**config.mk**
```make
export PLATFORM = sky130hd
export DESIGN_NAME = hazard_scoreboard_unit_flat
export DESIGN_NICKNAME = d
export VERILOG_FILES = /design/src/rtl/hazard_scoreboard_unit_if.sv /design/src/rtl/hazard_scoreboard_unit.sv /design/src/flat_wrapper.sv
export SDC_FILE = /design/constraint.sdc
export NUM_CORES = 1
export LEC_CHECK = 0
export ABC_AREA = 0
export BUFFER_PORTS_ARGS = -buffer_cell sky130_fd_sc_hd__buf_2
export CELL_PAD_IN_SITES_DETAIL_PLACEMENT = 0
export CELL_PAD_IN_SITES_GLOBAL_PLACEMENT = 1
export CORE_MARGIN = 2
export CORE_UTILIZATION = 39
export DETAILED_ROUTE_END_ITERATION = 12
export PLACE_DENSITY_LB_ADDON = 0.25
export SLEW_MARGIN = 15
export SYNTH_ARGS = -nofsm -noshare
export SYNTH_HDL_FRONTEND = slang
export SYNTH_SLANG_ARGS = --single-unit
```
**constraint.sdc**
```tcl
create_clock -name clk -period 2.7 [get_ports clk]
set_input_delay 0 -clock clk [delete_from_list [all_inputs] [get_ports clk]]
set_output_delay 0 -clock clk [all_outputs]
set_load 0.05 [all_outputs]
```
**src/rtl/hazard_scoreboard_unit_if.sv**
```systemverilog
// Purpose: ID/EX/MEM/WB hazard-control bundle between the pipeline and
//          hazard_scoreboard_unit.
// Ports (slave view = the hazard unit):
//   in : id_valid, id_rs1/rs2, id_use_rs1/rs2, id_rd, id_reg_we, id_long,
//        ex_rd, ex_reg_we, mem_rd, mem_reg_we, wb_valid, wb_rd, redirect
//   out: stall, if_we, flush, fwd_a, fwd_b, busy_cnt
interface hazard_scoreboard_unit_if #(
    parameter int unsigned AW = 5
);
    logic          id_valid;
    logic [AW-1:0] id_rs1;
    logic [AW-1:0] id_rs2;
    logic          id_use_rs1;
    logic          id_use_rs2;
    logic [AW-1:0] id_rd;
    logic          id_reg_we;
    logic          id_long;
    logic [AW-1:0] ex_rd;
    logic          ex_reg_we;
    logic [AW-1:0] mem_rd;
    logic          mem_reg_we;
    logic          wb_valid;
    logic [AW-1:0] wb_rd;
    logic          redirect;
    logic          stall;
    logic          if_we;
    logic          flush;
    logic [1:0]    fwd_a;
    logic [1:0]    fwd_b;
    logic [3:0]    busy_cnt;

    // Pipeline side
    modport master (
        output id_valid, id_rs1, id_rs2, id_use_rs1, id_use_rs2, id_rd,
               id_reg_we, id_long, ex_rd, ex_reg_we, mem_rd, mem_reg_we,
               wb_valid, wb_rd, redirect,
        input  stall, if_we, flush, fwd_a, fwd_b, busy_cnt
    );

    // Hazard unit side
    modport slave (
        input  id_valid, id_rs1, id_rs2, id_use_rs1, id_use_rs2, id_rd,
               id_reg_we, id_long, ex_rd, ex_reg_we, mem_rd, mem_reg_we,
               wb_valid, wb_rd, redirect,
        output stall, if_we, flush, fwd_a, fwd_b, busy_cnt
    );
endinterface

```
**src/rtl/hazard_scoreboard_unit.sv**
```systemverilog
// Purpose: ID/EX hazard control: operand forwarding selects, a per-register
//          scoreboard plus in-flight counter for long (variable-latency) ops,
//          and a multi-cycle flush sequencer after a redirect.
// Ports:
//   clk  - rising-edge clock
//   rst  - asynchronous active-high reset
//   bus  - hazard_scoreboard_unit_if.slave (ID/EX/MEM/WB info in; stall,
//          if_we, flush, fwd_a/b, busy_cnt out)
module hazard_scoreboard_unit #(
    parameter int unsigned NREG      = 32,
    parameter int unsigned AW        = 5,
    parameter int unsigned MAX_OUT   = 4,
    parameter int unsigned FLUSH_CYC = 2
) (
    input  logic                     clk,
    input  logic                     rst,
    hazard_scoreboard_unit_if.slave  bus
);
    localparam int unsigned CNT_W = 4;
    localparam int unsigned FC_W  = 3;

    localparam logic [1:0] FWD_RF  = 2'b00;
    localparam logic [1:0] FWD_EX  = 2'b01;
    localparam logic [1:0] FWD_MEM = 2'b10;
    localparam logic [1:0] FWD_WB  = 2'b11;

    typedef enum logic {S_IDLE, S_FLUSH} state_e;

    state_e            state_q, state_d;
    logic [FC_W-1:0]   fcnt_q, fcnt_d;
    logic [NREG-1:0]   busy_q, busy_d;
    logic [CNT_W-1:0]  busy_cnt_q, busy_cnt_d;

    logic              stall_c;
    logic              flush_c;
    logic [1:0]        fwd_a_c;
    logic [1:0]        fwd_b_c;
    logic              issue_c;
    logic              wb_eff_c;

    // Operand select, nearest producer wins
    function automatic logic [1:0] fwd_sel(input logic use_s, input logic [AW-1:0] s);
        logic [1:0] sel;
        sel = FWD_RF;
        if (use_s && s != '0) begin
            if (bus.ex_reg_we && bus.ex_rd == s)       sel = FWD_EX;
            else if (bus.mem_reg_we && bus.mem_rd == s) sel = FWD_MEM;
            else if (bus.wb_valid && bus.wb_rd == s)    sel = FWD_WB;
        end
        return sel;
    endfunction

    // A busy register is not a hazard when its long result lands this cycle
    function automatic logic busy_hit(input logic use_s, input logic [AW-1:0] s);
        return use_s && s != '0 && busy_q[s] && !(bus.wb_valid && bus.wb_rd == s);
    endfunction

    // Hazard detection, issue and next-state computation
    always_comb begin
        logic raw;
        logic waw;
        logic cap;
        state_d    = state_q;
        fcnt_d     = fcnt_q;
        busy_d     = busy_q;
        busy_cnt_d = busy_cnt_q;

        fwd_a_c = fwd_sel(bus.id_use_rs1, bus.id_rs1);
        fwd_b_c = fwd_sel(bus.id_use_rs2, bus.id_rs2);

        raw = busy_hit(bus.id_use_rs1, bus.id_rs1) || busy_hit(bus.id_use_rs2, bus.id_rs2);
        waw = busy_hit(bus.id_reg_we, bus.id_rd);
        cap = bus.id_long && busy_cnt_q == CNT_W'(MAX_OUT) && !bus.wb_valid;

        // Redirect and flushing both suppress stall
        stall_c = bus.id_valid && (raw || waw || cap) && state_q == S_IDLE && !bus.redirect;
        flush_c = bus.redirect || state_q == S_FLUSH;
        issue_c = bus.id_valid && !stall_c && state_q == S_IDLE && !bus.redirect;

        // A writeback with nothing in flight is dropped
        wb_eff_c = bus.wb_valid && busy_cnt_q != '0;

        // Clear before set so same-register issue+retire leaves the bit at 1
        if (wb_eff_c) busy_d[bus.wb_rd] = 1'b0;
        if (issue_c && bus.id_long && bus.id_rd != '0) busy_d[bus.id_rd] = 1'b1;
        busy_d[0] = 1'b0;

        busy_cnt_d = busy_cnt_q + CNT_W'(issue_c && bus.id_long) - CNT_W'(wb_eff_c);

        // Flush sequencer: FLUSH_CYC cycles counted from the last redirect
        if (bus.redirect) begin
            fcnt_d  = FC_W'(FLUSH_CYC - 1);
            state_d = (FLUSH_CYC > 1) ? S_FLUSH : S_IDLE;
        end else if (state_q == S_FLUSH) begin
            fcnt_d = fcnt_q - FC_W'(1);
            if (fcnt_q <= FC_W'(1)) state_d = S_IDLE;
        end
    end

    // State registers
    always_ff @(posedge clk or posedge rst) begin
        if (rst) begin
            state_q    <= S_IDLE;
            fcnt_q     <= '0;
            busy_q     <= '0;
            busy_cnt_q <= '0;
        end else begin
            state_q    <= state_d;
            fcnt_q     <= fcnt_d;
            busy_q     <= busy_d;
            busy_cnt_q <= busy_cnt_d;
        end
    end

    // Outputs held at reset values while rst is high
    assign bus.stall    = stall_c && !rst;
    assign bus.if_we    = !(stall_c && !rst);
    assign bus.flush    = flush_c && !rst;
    assign bus.fwd_a    = rst ? FWD_RF : fwd_a_c;
    assign bus.fwd_b    = rst ? FWD_RF : fwd_b_c;
    assign bus.busy_cnt = busy_cnt_q;

    // A long-op writeback must always have something in flight
    wb_has_owner: assert property (@(posedge clk) disable iff (rst)
        bus.wb_valid |-> busy_cnt_q != '0);
endmodule

```
**src/flat_wrapper.sv**
```systemverilog
// flat-port wrapper written by rule: the top's interface ports become plain ports
module hazard_scoreboard_unit_flat 
#(
    parameter int unsigned NREG      = 32,
    parameter int unsigned AW        = 5,
    parameter int unsigned MAX_OUT   = 4,
    parameter int unsigned FLUSH_CYC = 2
)
  (clk, rst, bus_id_valid, bus_id_rs1, bus_id_rs2, bus_id_use_rs1, bus_id_use_rs2, bus_id_rd, bus_id_reg_we, bus_id_long, bus_ex_rd, bus_ex_reg_we, bus_mem_rd, bus_mem_reg_we, bus_wb_valid, bus_wb_rd, bus_redirect, bus_stall, bus_if_we, bus_flush, bus_fwd_a, bus_fwd_b, bus_busy_cnt);
  hazard_scoreboard_unit_if #(.AW(AW)) bus_i ();
  input  logic clk;
  input  logic rst;
  input wire logic [$bits(bus_i.id_valid)-1:0] bus_id_valid;
  input wire logic [$bits(bus_i.id_rs1)-1:0] bus_id_rs1;
  input wire logic [$bits(bus_i.id_rs2)-1:0] bus_id_rs2;
  input wire logic [$bits(bus_i.id_use_rs1)-1:0] bus_id_use_rs1;
  input wire logic [$bits(bus_i.id_use_rs2)-1:0] bus_id_use_rs2;
  input wire logic [$bits(bus_i.id_rd)-1:0] bus_id_rd;
  input wire logic [$bits(bus_i.id_reg_we)-1:0] bus_id_reg_we;
  input wire logic [$bits(bus_i.id_long)-1:0] bus_id_long;
  input wire logic [$bits(bus_i.ex_rd)-1:0] bus_ex_rd;
  input wire logic [$bits(bus_i.ex_reg_we)-1:0] bus_ex_reg_we;
  input wire logic [$bits(bus_i.mem_rd)-1:0] bus_mem_rd;
  input wire logic [$bits(bus_i.mem_reg_we)-1:0] bus_mem_reg_we;
  input wire logic [$bits(bus_i.wb_valid)-1:0] bus_wb_valid;
  input wire logic [$bits(bus_i.wb_rd)-1:0] bus_wb_rd;
  input wire logic [$bits(bus_i.redirect)-1:0] bus_redirect;
  output wire logic [$bits(bus_i.stall)-1:0] bus_stall;
  output wire logic [$bits(bus_i.if_we)-1:0] bus_if_we;
  output wire logic [$bits(bus_i.flush)-1:0] bus_flush;
  output wire logic [$bits(bus_i.fwd_a)-1:0] bus_fwd_a;
  output wire logic [$bits(bus_i.fwd_b)-1:0] bus_fwd_b;
  output wire logic [$bits(bus_i.busy_cnt)-1:0] bus_busy_cnt;
  assign bus_i.id_valid = bus_id_valid;
  assign bus_i.id_rs1 = bus_id_rs1;
  assign bus_i.id_rs2 = bus_id_rs2;
  assign bus_i.id_use_rs1 = bus_id_use_rs1;
  assign bus_i.id_use_rs2 = bus_id_use_rs2;
  assign bus_i.id_rd = bus_id_rd;
  assign bus_i.id_reg_we = bus_id_reg_we;
  assign bus_i.id_long = bus_id_long;
  assign bus_i.ex_rd = bus_ex_rd;
  assign bus_i.ex_reg_we = bus_ex_reg_we;
  assign bus_i.mem_rd = bus_mem_rd;
  assign bus_i.mem_reg_we = bus_mem_reg_we;
  assign bus_i.wb_valid = bus_wb_valid;
  assign bus_i.wb_rd = bus_wb_rd;
  assign bus_i.redirect = bus_redirect;
  assign bus_stall = bus_i.stall;
  assign bus_if_we = bus_i.if_we;
  assign bus_flush = bus_i.flush;
  assign bus_fwd_a = bus_i.fwd_a;
  assign bus_fwd_b = bus_i.fwd_b;
  assign bus_busy_cnt = bus_i.busy_cnt;
  hazard_scoreboard_unit #(.NREG(NREG), .AW(AW), .MAX_OUT(MAX_OUT), .FLUSH_CYC(FLUSH_CYC)) u_core (.clk(clk), .rst(rst), .bus(bus_i));
endmodule
```
==> flow_summary.json, run 1 <==
{
  "worst_slew_pin_tran_ns": 0.660,
  "cts_max_path_buffers": 2,
  "critical_path.startpoint_type": "register",
  "netlist_area_um2": 3390,
  "via_count_of_the_first_global_routing_pass": 3175,
  "layout_cells_sized_above_1": 0.247,
  "nFillCells": 819,
  "floorplan.core_area_um2": 8300,
  "root_buffer": "sky130_fd_sc_hd__clkbuf_8",
  "placed_cells": 546,
  "fmaxAchievable_mhz": 372,
  "synth_sequential_area_ratio": 0.288,
  "yosys-top-cells-count": "49 x sky130_fd_sc_hd__o21ai_0, 39 x sky130_fd_sc_hd__dfrtp_1, 33 x sky130_fd_sc_hd__nand2_1",
  "synth.avg_cell_area_um2": 8.60,
  "initial_utilization": 0.408,
  "dp_hpwl_um": 8270,
  "chipWidth_um": 97.2,
  "cts_tree": "built",
  "power.density_cell_area_nw_per_um2": 554,
  "drt-wirelength-per-cell_um": 19.4,
  "port_buffers": 51,
  "fin_total_pwr_mw": 2.22,
  "area_growth_from_synthesis_to_layout_pct": 18.3,
  "finish.cell_count_without_fillers": 555,
  "clkSlewWorstSetupHoldPaths_ns": 0.08,
  "yosys.cell_types.count": 46,
  "synth-adder-area-share": 0.0355,
  "drt_drc_violations_left": 0,
  "period_share": 0.995,
  "grt_pass1_wl_um": 17300,
  "clkLatencyLatePin_ns": 0.30,
  "synth_compound_area_frac": 0.173,
  "critical_path.endpoint_type": "register",
  "mappedNetlistNets": 444,
  "post_cts.repair.setup_buffers": 0,
  "cell_accounting_for_the_most_synthesized_area": "sky130_fd_sc_hd__dfrtp_1",
  "viasPerCell": 5.96,
  "cts-buffers-inserted": 5,
  "gr-usage-all-layers": 0.228,
  "hold_class": "input port to asynchronous set/reset pin",
  "total_via_count_in_the_routed_design": 3306,
  "synthSimpleGateAreaFrac": 0.202,
  "dp_worst_setup_slack_ns": 0.00836,
  "worst_slew_margin_rel": 0.559,
  "drt-pass1-iter-count": 5,
  "synth-xor-area-share": 0.101,
  "ir_drop_mv": 0.495,
  "die_h_um": 97.2,
  "num-nets-final": 499,
  "timing.hold.ws_ns": 0.0228,
  "finalWeightedCongestion": 0.851,
  "layout_min_cycle_time_ns": 2.69,
  "cts.sinks": 39,
  "timing.critical_path.fanout_max": 4,
  "cp_data_arrival_time_ns": 2.88,
  "clock-skew-final_ns": 0.00602,
  "multiplexer_area_fraction_after_synthesis": 0.143,
  "critical_path_class": "register to register",
  "max-cap-violations": 0,
  "synth_edf_count": 0,
  "fp.dieArea_um2": 9450,
  "grt_overflow": 0,
  "slew_viol_final": 0,
  "proportion_of_netlist_area_held_by_the_largest_area_contributor": 0.288,
  "run_status": "finished clean",
  "final_hold_viol_count": 0,
  "synth_ff_type": "sky130_fd_sc_hd__dfrtp_1",
  "drt_wl_total_um": 10700,
  "synth_area_leaders": "sky130_fd_sc_hd__dfrtp_1 29%, sky130_fd_sc_hd__xor2_1 7.8%, sky130_fd_sc_hd__o21ai_0 7.2%",
  "postSynthRegisterBits": 39,
  "timing.critical_path.required_ns": 2.90,
  "boundaryPins": 52,
  "number_of_diodes_added_for_antenna_fixing": 0,
  "timing.final.setup_violations": 0,
  "htree_levels": 2,
  "num_rows": 33,
  "cellLeakagePower_nw": 1.76,
  "antenna_found_initial": 0,
  "ant_nets": 0,
  "synthMostInstantiatedCell": "sky130_fd_sc_hd__o21ai_0",
  "finalCoreUtilization": 0.483,
  "post_layout_worst_setup_margin_ns": 0.0148,
  "largest_family_of_logic_cells_by_synthesized_area": "simple AND/OR/NAND/NOR gates",
  "grt_start_max_net_pins": 40,
  "syn_inst": 394,
  "drt_iter0_drc": 263,
  "yosysWarningCount": 0,
  "unrepaired_setup_endpoints_after_global_routing": "true",
  "postSynth.asyncResetShare": 1.00
}
## registers in the layout (all words and copies together), names as in the netlist
register             count
u_core.busy_q           31
u_core.bus.busy_cnt      4
u_core.fcnt_q            3
u_core.state_q           1
## layer usage
metal / part of all wire / vias up / global-route usage
met2: 0.47 / 143 / 0.365
met5: 0 / - / 0
met1: 0.45 / 1600 / 0.322
met4: 0.014 / 0 / 0.0628
met3: 0.065 / 17 / 0.0345
li1: - / 1546 / -
## placed cells by master, fill, tap and decap left out, types with 9 or more instances in the layout
cell,Yosys,routed
sky130_fd_sc_hd__mux2i_1,22,22
sky130_fd_sc_hd__dfrtp_1,39,39
sky130_fd_sc_hd__nand3_1,19,19
sky130_fd_sc_hd__xor2_1,30,30
sky130_fd_sc_hd__nor2_1,25,23
sky130_fd_sc_hd__mux4_2,9,9
sky130_fd_sc_hd__xnor2_1,9,9
sky130_fd_sc_hd__buf_4,1,22
sky130_fd_sc_hd__nand2_1,33,33
sky130_fd_sc_hd__o31ai_1,14,14
sky130_fd_sc_hd__o21ai_0,49,48
sky130_fd_sc_hd__buf_2,7,51
sky130_fd_sc_hd__inv_1,15,14
## logic make-up after synthesis
kind of cell / Yosys count
multiplexers: 36
AND/OR/NAND/NOR: 131
adder cells (fa/ha/maj): 9
flip-flops: 39
buffers and inverters: 43
AO/OA/AOI/OAI: 97
XOR/XNOR: 39
## final cells by class
class	instances	area (µm²)	area share
Inverter	15	56.3	0.0140
Clock inverter	3	67.6	0.0169
Tap cell	105	131	0.0328
Timing Repair Buffer	76	462	0.115
Clock buffer	5	68.8	0.0172
Sequential cell	39	976	0.244
Multi-Input combinational cell	312	2250	0.560
## final timing paths
check | slack, ns | to | cells after the start | from
max in group asynchronous | 2.33 | u_core.state_q | 3 | rst
hold reg to reg | 0.56 | u_core.fcnt_q[2] | 2 | u_core.fcnt_q[2]
setup reg to reg | 0.01 | u_core.bus.busy_cnt[1] | 10 | u_core.busy_q[24]
min in group clk | 0.13 | u_core.busy_q[26] | 3 | bus_id_rd[4]
setup / recovery | 0.01 | u_core.bus.busy_cnt[1] | 10 | u_core.busy_q[24]
hold / removal | 0.02 | u_core.busy_q[18] | 3 | rst
## critical path, stage by stage (launching register included)
cell,delay (ns)
sky130_fd_sc_hd__dfrtp_1,0.42
sky130_fd_sc_hd__mux4_2,0.46
sky130_fd_sc_hd__mux2_4,0.29
sky130_fd_sc_hd__a221oi_2,0.23
sky130_fd_sc_hd__or4_4,0.17
sky130_fd_sc_hd__nand4_4,0.13
sky130_fd_sc_hd__nor2_2,0.14
sky130_fd_sc_hd__ha_2,0.19
sky130_fd_sc_hd__inv_2,0.04
sky130_fd_sc_hd__fa_1,0.47
sky130_fd_sc_hd__inv_1,0.04
## through the flow
stage | TNS (ns) | cell area [µm²]
6_report | 0 | 4010
5_1_grt | -0.217 | 4010
4_1_cts | 0 | 4000
3_5_place_dp | 0 | 3840
3_3_place_gp | 0 | 3840
2_1_floorplan | 0 | 3410
## power breakdown
group          total [mW]  internal (mW)  switching, mW  leakage [nW]
Clock               0.588          0.369          0.219        0.0644
Combinational       0.864          0.327          0.537          1.17
Sequential          0.769          0.678         0.0908         0.524
## timing repair
| action | in CTS | in global routing |
|---|---|---|
| hold buffers | 1 | 0 |
| resized for setup | 3 | 4 |
| hold endpoints to repair | 4 | 0 |
| setup endpoints to repair | 2 | 3 |
| pin swaps | 3 | 9 |
No activity file was read; power rests on OpenSTA's default activity.
==> run 2, diff against run 1 <==
Settings changed: HOLD_SLACK_MARGIN from default to 0.15.
==> run 2 against run 1 <==
Against the previous run:
- maximum frequency decreased by 0.10%
- core utilization increased by 0.48 points
- global-route usage up 0.17 points
- die area unchanged
- combinational power is 0.7% higher
==> flow_summary.json, run 2 (synthesis results as in run 1) <==
{
  "clock-skew-final_ns": 0.00897,
  "largest-register": "u_core.busy_q",
  "grt_overflow": 0,
  "finalWeightedCongestion": 0.851,
  "worstPathCellList": "mux4_2 > mux2_4 > a221oi_2 > or4_4 > nand4_4 > nor2_2 > ha_2 > inv_2 > fa_1 > inv_1",
  "initial_utilization": 0.408,
  "cts_tree": "built",
  "final_hold_viol_count": 0,
  "timing.critical_path.fanout_max": 4,
  "timing.final.setup_violations": 0,
  "global_route.peak_usage_layer": "met2",
  "total_via_count_in_the_routed_design": 3352,
  "slew_viol_final": 0,
  "critical_path_class": "register to register",
  "cts-buffers-inserted": 5,
  "post_cts.repair.setup_buffers": 0,
  "drt_drc_violations_left": 0,
  "hold-path-endpoint": "u_core.busy_q[27]",
  "critical_path.endpoint_type": "register",
  "reg2reg_setup_slack_ns": 0.01,
  "max-cap-violations": 0,
  "layout_common_cells": "51 x sky130_fd_sc_hd__buf_2, 48 x sky130_fd_sc_hd__o21ai_0, 39 x sky130_fd_sc_hd__dfrtp_1",
  "placed_cells": 546,
  "finish.cell_count_without_fillers": 559,
  "floorplan.core_area_um2": 8300,
  "drt_wl_total_um": 10900,
  "port_buffers": 51,
  "worst_path_max_delay_cell": "sky130_fd_sc_hd__fa_1",
  "root_buffer": "sky130_fd_sc_hd__clkbuf_8",
  "clkSlewWorstSetupHoldPaths_ns": 0.08,
  "num_rows": 33,
  "layout_min_cycle_time_ns": 2.69,
  "hold-path-cell-count": 3,
  "unrepaired_setup_endpoints_after_global_routing": "true",
  "dp_hpwl_um": 8270,
  "grt_start_max_net_pins": 40,
  "drt-wirelength-per-cell_um": 19.6,
  "htree_levels": 2,
  "antenna_found_initial": 0,
  "drt-pass1-iter-count": 6,
  "groute.layer.met3.usage": 0.0324,
  "global_route_track_usage_on_met2": 0.369,
  "worst_slew_margin_rel": 0.568,
  "critical_path.startpoint_type": "register",
  "drt_iter0_drc": 325,
  "hold_class": "input port to register",
  "final_common_cell": "sky130_fd_sc_hd__buf_2",
  "largest_reg_flops": 31,
  "layout_cells_sized_above_1": 0.244,
  "clkLatencyLatePin_ns": 0.30,
  "reg2reg_from": "u_core.busy_q[25]",
  "num-nets-final": 503,
  "area_growth_from_synthesis_to_layout_pct": 19.5,
  "cellLeakagePower_nw": 1.77,
  "grt_use_met1": 0.325,
  "timing.critical_path.required_ns": 2.89,
  "timing.critical_path.slowest_cell_delay_ns": 0.47,
  "via_count_of_the_first_global_routing_pass": 3196,
  "cts_max_path_buffers": 2,
  "worstRegToRegCells": 10,
  "number_of_diodes_added_for_antenna_fixing": 0,
  "boundaryPins": 52,
  "launch_point_of_the_worst_hold_path": "bus_id_rd[3]",
  "viasPerCell": 6.00,
  "period_share": 0.996,
  "cts.sinks": 39,
  "gr-usage-all-layers": 0.230,
  "cp_data_arrival_time_ns": 2.88,
  "die_h_um": 97.2,
  "fmaxAchievable_mhz": 372,
  "chipWidth_um": 97.2,
  "critical_path.reg2reg.endpoint": "u_core.bus.busy_cnt[1]",
  "power.density_cell_area_nw_per_um2": 551,
  "run_status": "finished clean",
  "grt_pass1_wl_um": 17500,
  "finalCoreUtilization": 0.488,
  "ant_nets": 0,
  "startpoint": "u_core.busy_q[25]",
  "fp.dieArea_um2": 9450,
  "worst_slew_pin_tran_ns": 0.646,
  "ir_drop_mv": 0.496
}
==> run 2: changes by cell type in the layout (fill, tap and decap cells not counted), sizes merged <==
cell / before / now
dlygate4sd3: 1 / 5
==> run 2: worst max-delay path by stage <==
stage | end | cells after the start
2_1_floorplan | u_core.bus.busy_cnt[2] | 11
5_1_grt | u_core.bus.busy_cnt[1] | 11
6_report | u_core.bus.busy_cnt[1] | 10
3_3_place_gp | u_core.bus.busy_cnt[1] | 11
4_1_cts | u_core.bus.busy_cnt[1] | 11
3_5_place_dp | u_core.bus.busy_cnt[1] | 11
==> run 2: repair_timing <==
action / in CTS / in global routing
gates cloned: 0 / 0
resized for setup: 3 / 4
endpoints found under the hold margin: 49 / 0
setup endpoints to repair: 2 / 3
hold buffers: 5 / 0
pin swaps: 3 / 9
==> run 2: final cells by class <==
type / instances / area, µm²
Tap cell: 105 / 131
Inverter: 15 / 56.3
Fill cell: 817 / 4250
Multi-Input combinational cell: 312 / 2250
Timing Repair Buffer: 80 / 502
Clock inverter: 3 / 67.6
Sequential cell: 39 / 976
Clock buffer: 5 / 68.8
==> run 2: power breakdown <==
| group | internal [mW] | switching (mW) |
|---|---|---|
| registers | 0.678 | 0.0910 |
| logic | 0.330 | 0.540 |
| clock network | 0.369 | 0.224 |
| total | 1.38 | 0.855 |
==> run 2: per-stage QoR <==
stage          setup WS [ns]  hold slack [ns]  TNS [ns]  instance area [µm²]  power, mW
2_1_floorplan        0.00821           0.0664         0                 3410       1.39
4_1_cts               0.0171            0.152         0                 4040       2.24
3_5_place_dp         0.00836            0.222         0                 3840       1.65
5_1_grt              -0.0835            0.169    -0.209                 4050       2.37
6_report              0.0120            0.167         0                 4050       2.23
3_3_place_gp          0.0497            0.216         0                 3840       1.63
==> run 2: per-layer routing <==
layer,part of all wire,vias to the layer above
met2,0.47,166
li1,-,1545
met5,0,-
met4,0.012,0
met1,0.45,1627
met3,0.067,14
==> run 2: worst max-delay path: cells and delay by family (launching register included) <==
family,cells,cell delay (ns)
simple gates,3,0.44
compound gates,1,0.24
buf+inv,2,0.08
fa+ha+maj,2,0.66
flops,1,0.43
mux,2,0.74
